<file path="config.mk">
export PLATFORM = sky130hd
export DESIGN_NAME = ffo32_drain_flat
export DESIGN_NICKNAME = d
export VERILOG_FILES = /design/src/rtl/ffo32_drain_pkg.sv /design/src/rtl/ffo32_drain_if.sv /design/src/rtl/ffo32_drain_ffo_tree.sv /design/src/rtl/ffo32_drain.sv /design/src/flat_wrapper.sv
export SDC_FILE = /design/constraint.sdc
export NUM_CORES = 1
export LEC_CHECK = 0
export CAP_MARGIN = 10
export CORE_MARGIN = 2
export CORE_UTILIZATION = 35
export DETAILED_ROUTE_END_ITERATION = 8
export GPL_ROUTABILITY_DRIVEN = 0
export PLACE_DENSITY = 0.56
export SLEW_MARGIN = 40
export SYNTH_ARGS = -nofsm -noshare
export SYNTH_HDL_FRONTEND = slang
export SYNTH_HIERARCHICAL = 1
export SYNTH_SLANG_ARGS = --single-unit
</file>
<file path="constraint.sdc">
create_clock -name clock -period 7.5 [get_ports clock]
set_input_delay 1.125 -clock clock [delete_from_list [all_inputs] [get_ports clock]]
set_output_delay 1.125 -clock clock [all_outputs]
set_load 0.02 [all_outputs]
</file>
<file path="src/rtl/ffo32_drain_pkg.sv">
// ffo32_drain_pkg: shared widths, state encoding and mask/index types for the drain sequencer.
package ffo32_drain_pkg;
    localparam int N = 32;
    localparam int IDXW = $clog2(N);
    typedef enum logic {IDLE, DRAIN} drain_state_t;
    typedef logic [0:N-1] mask_t;
    typedef logic [0:IDXW-1] idx_t;
endpackage

</file>
<file path="src/rtl/ffo32_drain_if.sv">
// ffo32_drain_if: mask-in and index-out valid/ready channels of the drain sequencer.
interface ffo32_drain_if;
    import ffo32_drain_pkg::*;
    logic in_valid;
    logic in_ready;
    mask_t in_mask;
    logic out_valid;
    logic out_ready;
    idx_t out_idx;
    logic out_last;
    logic out_empty;
    modport master (
        output in_valid, in_mask, out_ready,
        input in_ready, out_valid, out_idx, out_last, out_empty
    );
    modport slave (
        input in_valid, in_mask, out_ready,
        output in_ready, out_valid, out_idx, out_last, out_empty
    );
endinterface

</file>
<file path="src/rtl/ffo32_drain_ffo_tree.sv">
// ffo_tree: combinational find-first-one as a recursive LZD merge tree; bit 0 wins.
// p is meaningless when v=0.
module ffo_tree #(
    parameter int N = 32,
    localparam int W = $clog2(N)
) (
    input logic [0:N-1] b,
    output logic v,
    output logic [0:W-1] p
);
    generate
        if (N == 2) begin : g_leaf
            assign v = b[0] | b[1];
            assign p = ~b[0];
        end else begin : g_node
            logic vl, vr;
            logic [0:W-2] pl, pr;
            ffo_tree #(.N(N / 2)) u_l (.b(b[0:N/2-1]), .v(vl), .p(pl));
            ffo_tree #(.N(N / 2)) u_r (.b(b[N/2:N-1]), .v(vr), .p(pr));
            assign v = vl | vr;
            assign p = vl ? {1'b0, pl} : {1'b1, pr};
        end
    endgenerate
endmodule

</file>
<file path="src/rtl/ffo32_drain.sv">
// ffo32_drain: loads a request mask and emits the index of every set bit, lowest index first.
module ffo32_drain
    import ffo32_drain_pkg::*;
(
    input logic clock,
    input logic reset_n,
    ffo32_drain_if.slave bus,
    output logic busy,
    output logic [15:0] words_done
);
    drain_state_t state, state_nx;
    mask_t residual, residual_nx, onehot;
    logic v, drain, accept, last, load;
    idx_t p;
    ffo_tree #(.N(N)) u_tree (.b(residual), .v(v), .p(p));
    always_comb begin
        onehot = '0;
        onehot[p] = v;
    end
    // Outputs depend only on the residual, gated so IDLE and reset show all zeros.
    assign drain = (state == DRAIN);
    assign last = ((residual & ~onehot) == '0);
    assign accept = drain & bus.out_ready;
    assign bus.out_valid = drain;
    assign bus.out_idx = (drain & v) ? p : '0;
    assign bus.out_empty = drain & ~v;
    assign bus.out_last = drain & last;
    assign bus.in_ready = ~drain | (accept & last);
    assign busy = drain;
    assign load = bus.in_valid & bus.in_ready;
    always_comb begin
        state_nx = load ? DRAIN : (accept & last) ? IDLE : state;
        residual_nx = load ? bus.in_mask : accept ? (last ? '0 : residual & ~onehot) : residual;
    end
    always_ff @(posedge clock or negedge reset_n) begin
        if (!reset_n) begin
            state <= IDLE;
            residual <= '0;
            words_done <= '0;
        end else begin
            state <= state_nx;
            residual <= residual_nx;
            words_done <= words_done + {15'd0, accept & last};
        end
    end
endmodule

</file>
<file path="src/flat_wrapper.sv">
// flat-port wrapper written by rule: the top's interface ports become plain ports
module ffo32_drain_flat import ffo32_drain_pkg::*;
  (clock, reset_n, busy, words_done, bus_in_valid, bus_in_mask, bus_out_ready, bus_in_ready, bus_out_valid, bus_out_idx, bus_out_last, bus_out_empty);
  ffo32_drain_if bus_i ();
  input logic clock;
  input logic reset_n;
  output logic busy;
  output logic [15:0] words_done;
  input wire logic [$bits(bus_i.in_valid)-1:0] bus_in_valid;
  input wire logic [$bits(bus_i.in_mask)-1:0] bus_in_mask;
  input wire logic [$bits(bus_i.out_ready)-1:0] bus_out_ready;
  output wire logic [$bits(bus_i.in_ready)-1:0] bus_in_ready;
  output wire logic [$bits(bus_i.out_valid)-1:0] bus_out_valid;
  output wire logic [$bits(bus_i.out_idx)-1:0] bus_out_idx;
  output wire logic [$bits(bus_i.out_last)-1:0] bus_out_last;
  output wire logic [$bits(bus_i.out_empty)-1:0] bus_out_empty;
  assign bus_i.in_valid = bus_in_valid;
  assign bus_i.in_mask = bus_in_mask;
  assign bus_i.out_ready = bus_out_ready;
  assign bus_in_ready = bus_i.in_ready;
  assign bus_out_valid = bus_i.out_valid;
  assign bus_out_idx = bus_i.out_idx;
  assign bus_out_last = bus_i.out_last;
  assign bus_out_empty = bus_i.out_empty;
  ffo32_drain u_core (.clock(clock), .reset_n(reset_n), .bus(bus_i), .busy(busy), .words_done(words_done));
endmodule
</file>
==> results of run 1 <==
[synthesized netlist by cell type]
library cell / count / area (µm²)
buf_4: 2 / 15.0
mux2_4: 8 / 120
buf_6: 4 / 45.0
nor2_1: 15 / 56.3
or3b_1: 4 / 35.0
or2_1: 24 / 150
o21ai_2: 30 / 263
mux2_2: 18 / 203
nor3b_1: 3 / 22.5
a21o_1: 1 / 7.51
inv_1: 64 / 240
nand3b_1: 5 / 37.5
nand3_1: 43 / 215
buf_2: 3 / 15.0
dfrtp_1: 49 / 1230
xnor2_1: 8 / 70.1
nor3_1: 1 / 5.00
or3_1: 1 / 6.26
and3b_1: 1 / 8.76
clkbuf_1: 4 / 15.0
a41oi_4: 1 / 27.5
xor2_1: 6 / 52.6
nand4_1: 9 / 56.3
ha_1: 2 / 25.0
nor2b_1: 1 / 6.26
o21ai_0: 32 / 160
nor4_4: 2 / 42.5
nand2_1: 44 / 165
or2_2: 7 / 43.8
o21ai_1: 2 / 10.0
and3_1: 7 / 43.8
[per-stage QoR]
stage	cells	utilization (%)	worst slack, ns
after floorplan	401	-	2.91
after global placement	580	43.8	2.23
after detailed placement	580	43.9	2.19
after CTS	588	44.9	1.83
after global routing	588	44.9	1.58
final	588	44.9	1.81
[placed cells by master (no fill, tap or decap), drive strengths merged]
| master | Yosys | layout |
|---|---|---|
| inv | 64 | 66 |
| o21ai | 64 | 64 |
| clkdlybuf4s50 | 0 | 60 |
| dfrtp | 49 | 49 |
| nand2 | 44 | 44 |
| nand3 | 43 | 43 |
| or2 | 31 | 31 |
| mux2 | 26 | 26 |
| nor2 | 15 | 15 |
| nand4 | 9 | 9 |
| xnor2 | 8 | 8 |
| and3 | 7 | 7 |
| xor2 | 6 | 6 |
| clkbuf | 4 | 5 |
| nand3b | 5 | 5 |
| or3b | 4 | 4 |
| nor3b | 3 | 3 |
| buf | 9 | 3 |
| nor4 | 2 | 2 |
| ha | 2 | 2 |
| clkinv | 0 | 1 |
| or3 | 1 | 1 |
| nor2b | 1 | 1 |
| a41oi | 1 | 1 |
| and3b | 1 | 1 |
| nor3 | 1 | 1 |
| a21o | 1 | 1 |
[kinds of logic after synthesis]
family	after synthesis
AND/OR/NAND/NOR	167
buffers and inverters	77
AO/OA/AOI/OAI	66
flip-flops	49
multiplexers	26
XOR/XNOR	14
adder cells (fa/ha/maj)	2
[worst min path at each step]
stage | slack, ns | endpoint | cells after the start | from
6_report | 0.47 | u_core/words_done[15]$_DFF_PN0_ | 1 | u_core/words_done[15]$_DFF_PN0_
5_1_grt | 0.51 | u_core/words_done[15]$_DFF_PN0_ | 1 | u_core/words_done[15]$_DFF_PN0_
4_1_cts | 0.48 | u_core/words_done[15]$_DFF_PN0_ | 1 | u_core/words_done[15]$_DFF_PN0_
3_5_place_dp | 0.46 | u_core/words_done[15]$_DFF_PN0_ | 1 | u_core/words_done[15]$_DFF_PN0_
3_3_place_gp | 0.46 | u_core/words_done[15]$_DFF_PN0_ | 1 | u_core/words_done[15]$_DFF_PN0_
2_1_floorplan | 0.48 | u_core/residual[16]$_DFFE_PN0P_ | 2 | u_core/residual[16]$_DFFE_PN0P_
[power by group through the flow]
stage	Combinational [W]	Sequential, W	Clock, W
floorplan	0.000906	0.000364	0
global placement	0.00122	0.000392	0
detailed placement	0.00124	0.000393	0
CTS	0.00125	0.000388	0.000181
global route	0.00137	0.000396	0.000191
finish	0.00125	0.000387	0.000174
[final cells by class]
type	instances	area [µm²]
clock buffer	5	68.8
multi-input combinational	275	1840
clock inverter	3	28.8
inverter	64	240
sequential	49	1230
tap	129	161
fill	951	5140
timing repair buffer	63	621
[worst register-to-register path, cell delays in order, from the launching register on]
cell	delay, ns
dfrtp_1	0.42
or2_1	0.26
or2_1	0.29
or2_2	0.36
or2_2	0.37
mux2_2	0.43
or3b_1	0.46
o21ai_0	0.30
nand4_1	0.24
nor4_4	0.30
nand2_1	0.11
nor2_1	0.28
ha_1	0.27
ha_1	0.20
nand3_1	0.13
nor2_1	0.23
nand2_1	0.11
nor2_1	0.17
nand2_1	0.09
xnor2_1	0.13
[per-layer routing]
layer	wire length [µm]	track usage (%)	vias up
met5	0	0	-
met4	97	4.31	0
met1	4010	22.7	1365
met2	4110	30.6	74
met3	465	4.72	8
li1	-	-	1427
[registers in the layout, summed over array words and instances (netlist names)]
| register | flops |
|---|---|
| u_core/residual | 32 |
| u_core/words_done | 16 |
| u_core/bus.out_valid | 1 |
==> flow_summary.json, run 1 <==
{
  "endpoint_kind": "output pin",
  "power_w": 0.00181,
  "cp_cell_sequence": "or2_1, or2_1, or2_2, or2_2, mux2_2, or3b_1, o21ai_0, nand4_1, nor4_4, nand3_1, nand2_1, clkdlybuf4s50_1",
  "ant_nets": 0,
  "final_cell_area_um2": 4190,
  "drv_slew": 0,
  "routed_via_density": 4.89,
  "overflow": 0,
  "cp_data_arrival_time_ns": 4.56,
  "die_w_um": 102,
  "finalCriticalPeriod_ns": 5.69,
  "cts_tree": "yes",
  "combPwrFrac_pct": 69.0,
  "clk_pin_slew_ns": 0.11,
  "hold_class": "flip-flop to flip-flop",
  "avgSynthCellArea_um2": 8.45,
  "crit_required_ns": 6.38,
  "synth_warnings": 6,
  "r2r_cells": 19,
  "clk_latency_ns": 0.32,
  "first_pass_iters": 5,
  "drive_above_1_share_pct": 17.6,
  "worst_r2r_startpoint": "u_core/residual[31]$_DFFE_PN0P_",
  "powerDensity_nw_per_um2": 432,
  "finalHoldViolCount": 0,
  "slowest_stage": "clkdlybuf4s50_1",
  "maxCapViolations": 0,
  "cts_sinks": 49,
  "crit_cells": 12,
  "holdWs_ns": 0.475,
  "ir_drop_mv": 0.303,
  "core_um2": 9330,
  "ctsResizeCount": 0,
  "die_area_um2": 10500,
  "root_buffer": "clkbuf_8",
  "crit_family": "simple AND/OR/NAND/NOR gates",
  "htreeDepth": 2,
  "rows": 35,
  "grt_max_degree": 50,
  "period_share_pct": 75.9,
  "max_freq_mhz": 176,
  "portBuffers": 61,
  "clockPowerShare_pct": 9.6,
  "post-cts-setup-buffer-count": 0,
  "n_antenna_cell": 0,
  "initial_utilization_pct": 36.3,
  "path_max_fanout": 17,
  "cp-startpoint": "u_core/residual[31]$_DFFE_PN0P_",
  "dpl_cell_area_um2": 4090,
  "syn_area_um2": 3390,
  "p_sw_w": 0.000919,
  "area.growth.synth_to_final_pct": 23.6,
  "yosysSeqAreaShare_pct": 36.2,
  "synth_compound_area_share_pct": 13.8,
  "worstReg2RegEnd": "u_core/words_done[12]$_DFF_PN0_",
  "endpoint": "bus_in_ready",
  "wl_per_cell_um": 14.8,
  "drt_wl_total_um": 8690,
  "p_leak_nw": 1.89,
  "numCtsBuffers": 5,
  "vias": 2874,
  "rsz0062_at_grt": "false",
  "synth_top_family_by_area": "simple AND/OR/NAND/NOR gates",
  "synth_xor_xnor_area_share_pct": 3.62,
  "synth_fa_ha_area_share_pct": 0.738,
  "setup_violations": 0,
  "finalNetCount": 496,
  "grtUsageTotal_pct": 17.9,
  "crit_buf_inv": 1,
  "setup_tns_ns": 0,
  "netlist-cell-type-count": 31,
  "reg2reg_slack_ns": 2.26,
  "switching_share_pct": 50.7,
  "cp-start-kind": "flip-flop",
  "die_h_um": 102,
  "synthMuxAreaShare_pct": 9.52,
  "dp_hpwl_um": 6270,
  "seqPwrFrac_pct": 21.4,
  "grt_pass1_vias": 3003,
  "ctsHoldBuffers": 0,
  "antenna_found_initial": 0,
  "critPathKind": "flip-flop to output pin",
  "drc": 0,
  "synth_fp_nets": 439,
  "drt_iter0_markers": 167,
  "internal-power_w": 0.000892,
  "ios": 62,
  "max_stage_delay_ns": 0.60,
  "syn_inst": 401,
  "worst_pin_slew_ns": 0.858,
  "synthSimpleGateAreaFrac_pct": 26.4,
  "clockBufferDepth": 2,
  "status": "finished, final reports clean",
  "ys_seq_elements": 49,
  "relSlewSlack_pct": 42.6,
  "finClkSkew_ns": 0.0108,
  "grt_pass1_wl_um": 14700
}
Note: power is estimated with default switching activity, not from simulation.
==> run 2: changes to the inputs <==
==> constraint.sdc (replaced) <==
create_clock -name clock -period 5.8 [get_ports clock]
set_input_delay 0.87 -clock clock [delete_from_list [all_inputs] [get_ports clock]]
set_output_delay 0.87 -clock clock [all_outputs]
set_load 0.02 [all_outputs]
==> run 2 against run 1 <==
  * Combinational power rose by 31%
  * Setup slack got worse by 1.5 ns
  * Highest routed layer unchanged
  * Critical endpoint is now bus_out_last
  * Sequential power rose by 29%
  * Sequential cell count did not move
  * Via count rose by 3.9%
  * Register-to-register slack got worse by 1.7 ns
==> flow_summary.json, run 2 (synthesis gave the netlist of run 1 again) <==
{
  "drive_above_1_share_pct": 17.9,
  "final_common_cell": "inv_1",
  "overflow": 0,
  "path_max_fanout": 17,
  "first_pass_iters": 7,
  "rows": 35,
  "ir_drop_mv": 0.405,
  "drc": 0,
  "worst_r2r_startpoint": "u_core/residual[31]$_DFFE_PN0P_",
  "final_cell_area_um2": 4190,
  "crit_family": "simple AND/OR/NAND/NOR gates",
  "max_freq_mhz": 182,
  "area.growth.synth_to_final_pct": 23.7,
  "cp-startpoint": "u_core/residual[31]$_DFFE_PN0P_",
  "utilization_pct": 44.9,
  "grt_pass1_wl_um": 14700,
  "antenna_found_initial": 0,
  "vias": 2986,
  "largest_register_ffs": 32,
  "slowest_stage": "clkdlybuf4s50_1",
  "setup_violations": 0,
  "clockPowerShare_pct": 9.7,
  "finalHoldViolCount": 0,
  "grtUsageTotal_pct": 18.1,
  "maxCapViolations": 0,
  "crit_required_ns": 4.93,
  "worst_pin_slew_ns": 0.652,
  "root_buffer": "clkbuf_8",
  "powerDensity_nw_per_um2": 566,
  "relSlewSlack_pct": 56.6,
  "crit_cells": 12,
  "r2r_cells": 18,
  "ios": 62,
  "crit_buf_inv": 1,
  "combPwrFrac_pct": 69.2,
  "die_h_um": 102,
  "clk_pin_slew_ns": 0.11,
  "endpoint_kind": "output pin",
  "die_w_um": 102,
  "internal-power_w": 0.00116,
  "drv_slew": 0,
  "worstHoldStart": "u_core/words_done[15]$_DFF_PN0_",
  "top_register": "u_core/residual",
  "finalCriticalPeriod_ns": 5.50,
  "finClkSkew_ns": 0.0102,
  "worstReg2RegEnd": "u_core/words_done[15]$_DFF_PN0_",
  "post-cts-setup-buffer-count": 0,
  "fillers": 969,
  "htreeDepth": 2,
  "finalNetCount": 496,
  "drt_iter0_markers": 180,
  "critPathKind": "flip-flop to output pin",
  "p_sw_w": 0.00122,
  "n_antenna_cell": 0,
  "rsz0062_at_grt": "false",
  "p_leak_nw": 1.89,
  "core_um2": 9330,
  "numCtsBuffers": 5,
  "portBuffers": 61,
  "cts_sinks": 49,
  "die_area_um2": 10500,
  "max_stage_delay_ns": 0.61,
  "dpl_cell_area_um2": 4090,
  "dp_hpwl_um": 6340,
  "routed_via_density": 5.08,
  "switching_share_pct": 51.3,
  "final_cell_mix": "inv_1, clkdlybuf4s50_1, dfrtp_1",
  "clk_latency_ns": 0.32,
  "status": "finished, final reports clean",
  "cts_tree": "yes",
  "seqPwrFrac_pct": 21.1,
  "period_share_pct": 94.8,
  "cp_cell_sequence": "or2_1, or2_1, or2_2, or2_2, mux2_2, or3b_1, o21ai_0, nand4_1, nor4_4, nand2_1, nor2_1, clkdlybuf4s50_1",
  "ctsResizeCount": 0,
  "cp_data_arrival_time_ns": 4.63,
  "power_w": 0.00237,
  "drt_wl_total_um": 9080,
  "ant_nets": 0,
  "hold_class": "flip-flop to flip-flop",
  "endpoint": "bus_out_last",
  "setup_tns_ns": 0,
  "ctsHoldBuffers": 0,
  "clockBufferDepth": 2,
  "grt_pass1_vias": 2920,
  "cp-start-kind": "flip-flop",
  "grt_max_degree": 50,
  "initial_utilization_pct": 36.3,
  "reg2reg_slack_ns": 0.58,
  "wl_per_cell_um": 15.4
}
run 2: cell counts in the layout (fill, tap and decap cells not counted):
Identical to the previous run, type by type.
run 2: metal layers:
metal | up-vias | part of all wire (%) | GRT usage (%)
li1 | 1432 | - | -
met1 | 1439 | 45 | 24.5
met2 | 102 | 47 | 29.7
met3 | 13 | 6.0 | 3.49
met4 | 0 | 1.6 | 4.62
met5 | - | 0 | 0
run 2: area by class of cell:
cell class | count | area [µm²] | area share [%]
Clock buffer | 5 | 68.8 | 1.64
Clock inverter | 3 | 28.8 | 0.687
Inverter | 64 | 240 | 5.73
Multi-Input combinational cell | 275 | 1850 | 44.0
Sequential cell | 49 | 1230 | 29.3
Tap cell | 129 | 161 | 3.85
Timing Repair Buffer | 63 | 621 | 14.8
run 2: worst min-delay path by stage:
| stage | end | slack, ns | depth (start not counted) |
|---|---|---|---|
| after detailed placement | u_core/words_done[15]$_DFF_PN0_ | 0.47 | 1 |
| after floorplan | u_core/residual[16]$_DFFE_PN0P_ | 0.48 | 2 |
| after CTS | u_core/words_done[15]$_DFF_PN0_ | 0.48 | 1 |
| after global placement | u_core/words_done[15]$_DFF_PN0_ | 0.46 | 1 |
| final | u_core/words_done[15]$_DFF_PN0_ | 0.48 | 1 |
| after global routing | u_core/words_done[15]$_DFF_PN0_ | 0.52 | 1 |
run 2: power by group through the flow:
stage | sequential [W] | clock (W) | combinational [W]
2_1_floorplan | 0.000471 | 0 | 0.00117
3_3_place_gp | 0.000507 | 0 | 0.00158
3_5_place_dp | 0.000508 | 0 | 0.00161
4_1_cts | 0.000501 | 0.000239 | 0.00162
5_1_grt | 0.000512 | 0.000250 | 0.00177
6_report | 0.000500 | 0.000231 | 0.00164
run 2: worst register-to-register path, delay by kind of cell (launching register included):
kind | cells | cell delay [ns]
mux | 1 | 0.46
simple gates | 14 | 3.53
xor+xnor | 1 | 0.14
fa+ha+maj | 1 | 0.26
flops | 1 | 0.42
compound gates | 1 | 0.30
run 2: stage by stage:
stage	setup WS, ns	std cells	hold slack (ns)
5_1_grt	0.106	588	0.516
3_3_place_gp	0.718	580	0.462
2_1_floorplan	1.31	401	0.475
4_1_cts	0.328	588	0.483
3_5_place_dp	0.691	580	0.467
6_report	0.302	588	0.476
==> run 3: changes to the inputs <==
--- a/config.mk
+++ b/config.mk
@@ -11,6 +11,7 @@
 export DETAILED_ROUTE_END_ITERATION = 8
 export GPL_ROUTABILITY_DRIVEN = 0
 export PLACE_DENSITY = 0.56
+export SKIP_CTS_REPAIR_TIMING = 1
 export SLEW_MARGIN = 40
 export SYNTH_ARGS = -nofsm -noshare
 export SYNTH_HDL_FRONTEND = slang
==> results of run 3 <==
The final DEF is identical to that of run 2; final timing and power are the same.
